===== src/rtl/data_memory_pkg.sv =====
// Shared types and constants for the two-port data memory arbiter.
package data_memory_pkg;

   localparam int DEF_ADDR_WIDTH = 32;
   localparam int DEF_DATA_WIDTH = 64;

   localparam logic REQ_A = 1'b0;
   localparam logic REQ_B = 1'b1;

   typedef enum logic [1:0] {
      IDLE  = 2'd0,
      ISSUE = 2'd1,
      RESP  = 2'd2
   } state_t;

endpackage


===== src/rtl/rr_picker_2.sv =====
// Two-way round-robin picker: on a tie the requester that did not win last time is chosen.
module rr_picker_2
   import data_memory_pkg::*;
(
   input  logic [1:0] req,
   input  logic       last_grant,
   output logic       valid,
   output logic       winner
);

   always_comb begin
      valid  = |req;
      winner = (req == 2'b11) ? ~last_grant : req[REQ_B];
   end

endmodule


===== src/rtl/data_memory_arbiter.sv =====
// Serialises port A and port B onto one data_memory port: IDLE -> ISSUE -> RESP, one access per 3 cycles.
module data_memory_arbiter
   import data_memory_pkg::*;
#(
   parameter int ADDR_WIDTH = DEF_ADDR_WIDTH,
   parameter int DATA_WIDTH = DEF_DATA_WIDTH
) (
   input  logic                  clock,
   input  logic                  reset_n,
   input  logic                  a_req,
   input  logic                  a_write,
   input  logic [ADDR_WIDTH-1:0] a_addr,
   input  logic [DATA_WIDTH-1:0] a_wdata,
   output logic                  a_ack,
   input  logic                  b_req,
   input  logic                  b_write,
   input  logic [ADDR_WIDTH-1:0] b_addr,
   input  logic [DATA_WIDTH-1:0] b_wdata,
   output logic                  b_ack,
   output logic [DATA_WIDTH-1:0] rdata,
   output logic                  mem_write,
   output logic                  mem_read,
   output logic [ADDR_WIDTH-1:0] mem_address,
   output logic [DATA_WIDTH-1:0] mem_write_data,
   input  logic [DATA_WIDTH-1:0] mem_read_data
);

   state_t                state;
   logic                  last_grant;
   logic                  grant_id;
   logic                  cmd_write;
   logic [ADDR_WIDTH-1:0] cmd_addr;
   logic [DATA_WIDTH-1:0] cmd_wdata;
   logic                  pick_valid;
   logic                  pick_id;

   rr_picker_2 u_picker (
      .req        ({b_req, a_req}),
      .last_grant (last_grant),
      .valid      (pick_valid),
      .winner     (pick_id)
   );

   always_ff @(posedge clock) begin
      if (!reset_n) begin
         state      <= IDLE;
         last_grant <= REQ_B;
         grant_id   <= REQ_A;
         cmd_write  <= 1'b0;
         cmd_addr   <= '0;
         cmd_wdata  <= '0;
         rdata      <= '0;
      end else begin
         case (state)
            IDLE: begin
               if (pick_valid) begin
                  cmd_write  <= (pick_id == REQ_B) ? b_write : a_write;
                  cmd_addr   <= (pick_id == REQ_B) ? b_addr  : a_addr;
                  cmd_wdata  <= (pick_id == REQ_B) ? b_wdata : a_wdata;
                  grant_id   <= pick_id;
                  last_grant <= pick_id;
                  state      <= ISSUE;
               end
            end
            ISSUE: begin
               if (!cmd_write) rdata <= mem_read_data;
               state <= RESP;
            end
            RESP:    state <= IDLE;
            default: state <= IDLE;
         endcase
      end
   end

   // Strobes are gated by reset_n so a write whose ISSUE cycle is cut short by
   // reset never reaches the memory on that same edge.
   always_comb begin
      mem_write      = reset_n && (state == ISSUE) && cmd_write;
      mem_read       = reset_n && (state == ISSUE) && !cmd_write;
      mem_address    = cmd_addr;
      mem_write_data = cmd_wdata;
      a_ack          = (state == RESP) && (grant_id == REQ_A);
      b_ack          = (state == RESP) && (grant_id == REQ_B);
   end

endmodule


===== config.mk =====
export PLATFORM = sky130hd
export DESIGN_NAME = data_memory_arbiter
export DESIGN_NICKNAME = d
export VERILOG_FILES = /design/src/rtl/data_memory_pkg.sv /design/src/rtl/rr_picker_2.sv /design/src/rtl/data_memory_arbiter.sv
export SDC_FILE = /design/constraint.sdc
export NUM_CORES = 1
export LEC_CHECK = 0
export ABC_AREA = 0
export BUFFER_PORTS_ARGS = -buffer_cell sky130_fd_sc_hd__buf_2
export CAP_MARGIN = 5
export CORE_AREA = 2 2 164 166
export CTS_BUF_LIST = sky130_fd_sc_hd__clkbuf_8
export CTS_CLUSTER_SIZE = 25
export DETAILED_ROUTE_END_ITERATION = 6
export DIE_AREA = 0 0 166 168
export HOLD_SLACK_MARGIN = 0.03
export PLACE_DENSITY = 0.57
export SLEW_MARGIN = 20
export SYNTH_ARGS = -nofsm -noshare
export SYNTH_HDL_FRONTEND = slang
export SYNTH_SLANG_ARGS = --single-unit

===== constraint.sdc =====
create_clock -name clock -period 4.2 [get_ports clock]
set_input_delay 0.84 -clock clock [delete_from_list [all_inputs] [get_ports clock]]
set_output_delay 0.84 -clock clock [all_outputs]
set_load 0.02 [all_outputs]

[Word-level counts from Yosys, hierarchy flattened]
Index checks and enable logic that the tools add are counted.
Widths: inputs -> output; s select.
Word-level totals
  logic and storage cells: 30
  output and inout bits: 164
  input bits: 262
  register bits after elaboration: 165
Operators by class
  eq/ne operators: 4
  mux-type cells: 6
  bitwise logic cells: 3
  reduce and logical (&&, ||, !) cells: 10
Operator list (count)
  $mux 64: 1
  $mux 32: 1
  $logic_and 1x1->1: 5
  $eq 2x2->1 const B: 2
  $pmux 2 s2: 1
  $reduce_and 2->1: 2
  $not 1->1: 3
  $eq 2x1->1 const B: 1
  $logic_not 2->1: 1
  $mux 1: 2
  $mux 2: 1
  $ne 2x2->1 const B: 1
  $reduce_or 2->1: 1
  $logic_not 1->1: 1

[Depth between registers and ports, before layout]
  word-level depth: 3
  depth in mapped cells: 7
  mapped depth without buffers: 3

[Cells and area by module]
From an unflattened synthesis, not the netlist that was laid out.
Unflattened totals
  cells, all modules: 731
  area, all modules: 6877.8 um^2
By module, submodules not included
  data_memory_arbiter: sequential area each 3303.2 um^2, cells each 729, instances 1, area each 6864.1 um^2
  rr_picker_2: sequential area each 0.0 um^2, cells each 2, instances 1, area each 13.8 um^2

[Least setup slack after synthesis]
OpenSTA, ideal clock, no wires.
  kind: input -> output
  from: in reset_n
  to: out mem_read
  arrival: 1.657 ns
  buffers on the path: 2
  required time: 3.360 ns
  cell stages on the path: 4
  slack: 1.703 ns
  cell sequence: inv_2 clkbuf_1 clkbuf_1 nor2_1
Between the ends
  cells in the longest elaborated chain, start to end: 2
RTL lines
  start: declaration: RTL line data_memory_arbiter.sv:9  | input logic reset_n,
  $logic_and 1x1->1 (2 in series): RTL line data_memory_arbiter.sv:79  | mem_read = reset_n && (state == ISSUE) && !cmd_write;
  end: declaration: RTL line data_memory_arbiter.sv:22  | output logic mem_read,
Every way passes these cells.

[Worst setup path after layout]
  from: reg state[0]
  to: out mem_read
Between the ends
  cells in the longest elaborated chain, start to end: 3
RTL lines
  start: declaration: RTL line data_memory_arbiter.sv:28  | state_t state;
  start signal: assignment: RTL line data_memory_arbiter.sv:46  | state <= IDLE;
  start signal: assignment: RTL line data_memory_arbiter.sv:62  | state <= ISSUE;
  start signal: assignment: RTL line data_memory_arbiter.sv:67  | state <= RESP;
  $eq 2x1->1: RTL line data_memory_arbiter.sv:79
  $logic_and 1x1->1 (2 in series): RTL line data_memory_arbiter.sv:79
Every way passes these cells.

==> results.toml <==
[synth]
ys_seq_elements = 165
yosys.area_share.adder = 0
synthMuxAreaShare = 0
ys_warn_count = 0
syn_area_um2 = 6880
synth.top_cell.area_share = 0.480
synth_area_leader_cell = "dfxtp_1"
synth_compound_area_frac = 0.274
synthTopCellsByArea = "dfxtp_1, nand2_1, a21oi_1"
synth_top_family_by_area = "compound AO/OA/AOI/OAI gates"
syn_inst = 850
synthSimpleGateAreaFrac = 0.188
syn_avg_cell_area_um2 = 8.10
yosysUniqueCellTypes = 24
syn-num-nets = 1112
ys_seq_area_frac = 0.480
synth_xor_area_frac = 0

[worst_setup_path]
cp_top_family = "simple AND/OR/NAND/NOR gates"
endpoint_kind = "output port"
r2r_setup_slack_ps = 2180
slowest_delay_ps = 490
critPathKind = "flop to output port"
reg2reg_to = "mem_write_data[32]"
worstPathRequired_ps = 3360
cp_num_buf_inv = 1
worstReg2RegStart = "last_grant"
cp.arrival_ps = 1810
r2r_cells = 4
path_max_fanout = 7
cp-start-kind = "flop"
crit_chain = "or3b_2, nor2_1, buf_2"
slowest_stage = "or3b_2"

[clocking]
cts_tree = "built"
cts_buffer_depth = 2
cts.sinks = 165
cts_root_buffer = "clkbuf_8"
cts_buffers = 17
postCtsSetupRepairBufs = 0
clk_pin_slew_ps = 90
cts-resized-gates = 0
clk_latency_ps = 450
ctsHtreeMaxLevel = 4
cts_hold_buf = 0

[floorplan]
die_w_um = 166
start_util = 0.261
die_area_um2 = 27900
die_y_um = 168
ios = 426
design.core.area_um2 = 26400
rows = 60

[grt]
grt_pass1_wl_mm = 38.8
grt_antenna_before_repair = 3
grt_max_degree = 102
grt_overflow = 0
grt_pass1_vias = 7039
grtUsageTotal = 0.172

[cells_and_area]
fin_nets = 1483
utilization = 0.362
fin_area_um2 = 9550
layout-drive-gt1-share = 0.410
ff_latch_area_um2 = 3300
most-common-layout-cells = "buf_2, nand2_1, dfxtp_1"
final_common_cell = "buf_2"
syn2layout_area_growth_pct = 38.7
fillers = 2864
multiInputGateArea_um2 = 3210
antennaDiodeCount = 0

[pwr]
p_leak_uw = 0.00444
power.density_nw_per_um2 = 406
peakVddDrop_mv = 0.144
total_power_uw = 3880

[timing]
slew_viol_final = 0
slew_headroom = 0.390
worst_pin_slew_ps = 915
rsz0062_at_grt = "false"
period_needed_ps = 2650
timing.fmax_mhz = 377
finalCritPeriodShare = 0.631
setup_viol_count_final = 0
fin_setup_tns_ps = 0
fin_skew_ps = 22.2
hold_viol = 0

[job]
cap_violations = 0

[route]
drt_wl_total_mm = 25.4
viasPerCell = 4.77
first_pass_iters = 4
wl_per_cell_um = 16.1
remaining_drc_errors = 0
drt_first_iter_violations = 492
num_vias = 7511
detail-route-antenna-nets = 0

[worst_hold_path]
min_to = "rdata[17]"
hold_path.class = "flop to flop"
whs_path_depth = 2
min-delay-start = "rdata[17]"

[placed_design]
post_dp_cell_area_um2 = 9170
post-dp-hpwl_mm = 17.4
place.port_buffers = 425
gp_congestion = 0.799

[status]
outcome = "finished, final reports clean"
metrics by stage:
stage               setup slack, ps  hold WS [ps]  cells
detailed placement             1280           444   1542
global route                   1420           475   1574
global placement               1320           439   1542
floorplan                      1700           492    850
CTS                            1460           457   1573
finish                         1550           456   1574
flip-flops by register name, indices dropped and copies added, names as in the netlist:
| name | flops |
|---|---|
| rdata | 64 |
| cmd_write | 1 |
| grant_id | 1 |
| last_grant | 1 |
| mem_write_data | 64 |
| state | 2 |
| mem_address | 32 |
worst reg2reg max path: stages, from the launching register on:
cell and delay (ps):
dfxtp_1 440, a21bo_4 540, buf_4 540, nand2_1 140, a311oi_1 260
layer usage:
layer	vias to the layer above	track usage	share of wire
met5	-	0	0.0012
met4	4	0.0507	0.018
met2	314	0.285	0.48
li1	3696	-	-
met3	28	0.0489	0.074
met1	3469	0.218	0.43
report_power, final:
group	switching, µW	total, µW	internal, µW
Sequential	77.1	1790	1720
Clock	665	1090	426
Combinational	632	996	363
Total	1370	3880	2500
logic make-up after synthesis:
kind of cell,Yosys count
simple gates,335
flops,165
compound gates,264
buf+inv,86
layout make-up:
class                      instances  share of cell area
clock buffer                      17              0.0245
clock inverter                    14              0.0125
inverter                           1            0.000917
multi-input combinational        599               0.337
sequential                       165               0.346
tap                              341              0.0447
timing repair buffer             437               0.235
synth_stat cells:
cell type / number
nor3_1: 1
nor3b_1: 3
nand2_1: 322
buf_2: 15
buf_4: 3
dfxtp_1: 165
a311oi_2: 30
clkbuf_1: 52
and3b_1: 1
a21bo_2: 1
a21boi_2: 1
or2_1: 1
a21oi_1: 162
nor2_1: 2
and2_1: 2
a21boi_0: 1
buf_6: 6
and3_1: 2
a311oi_1: 67
inv_2: 1
o21ai_0: 1
or3b_2: 1
buf_1: 9
o21a_1: 1
worst max path at each step:
stage / start / endpoint / slack, ps / cells past startpoint
global route: cmd_write / mem_read / 1420 / 3
CTS: cmd_write / mem_read / 1460 / 3
global placement: a_req / mem_address[4] / 1320 / 5
floorplan: reset_n / mem_read / 1700 / 4
detailed placement: a_req / mem_write_data[59] / 1280 / 5
finish: state[0] / mem_read / 1550 / 3
Note: power is estimated with default switching activity, not from simulation.
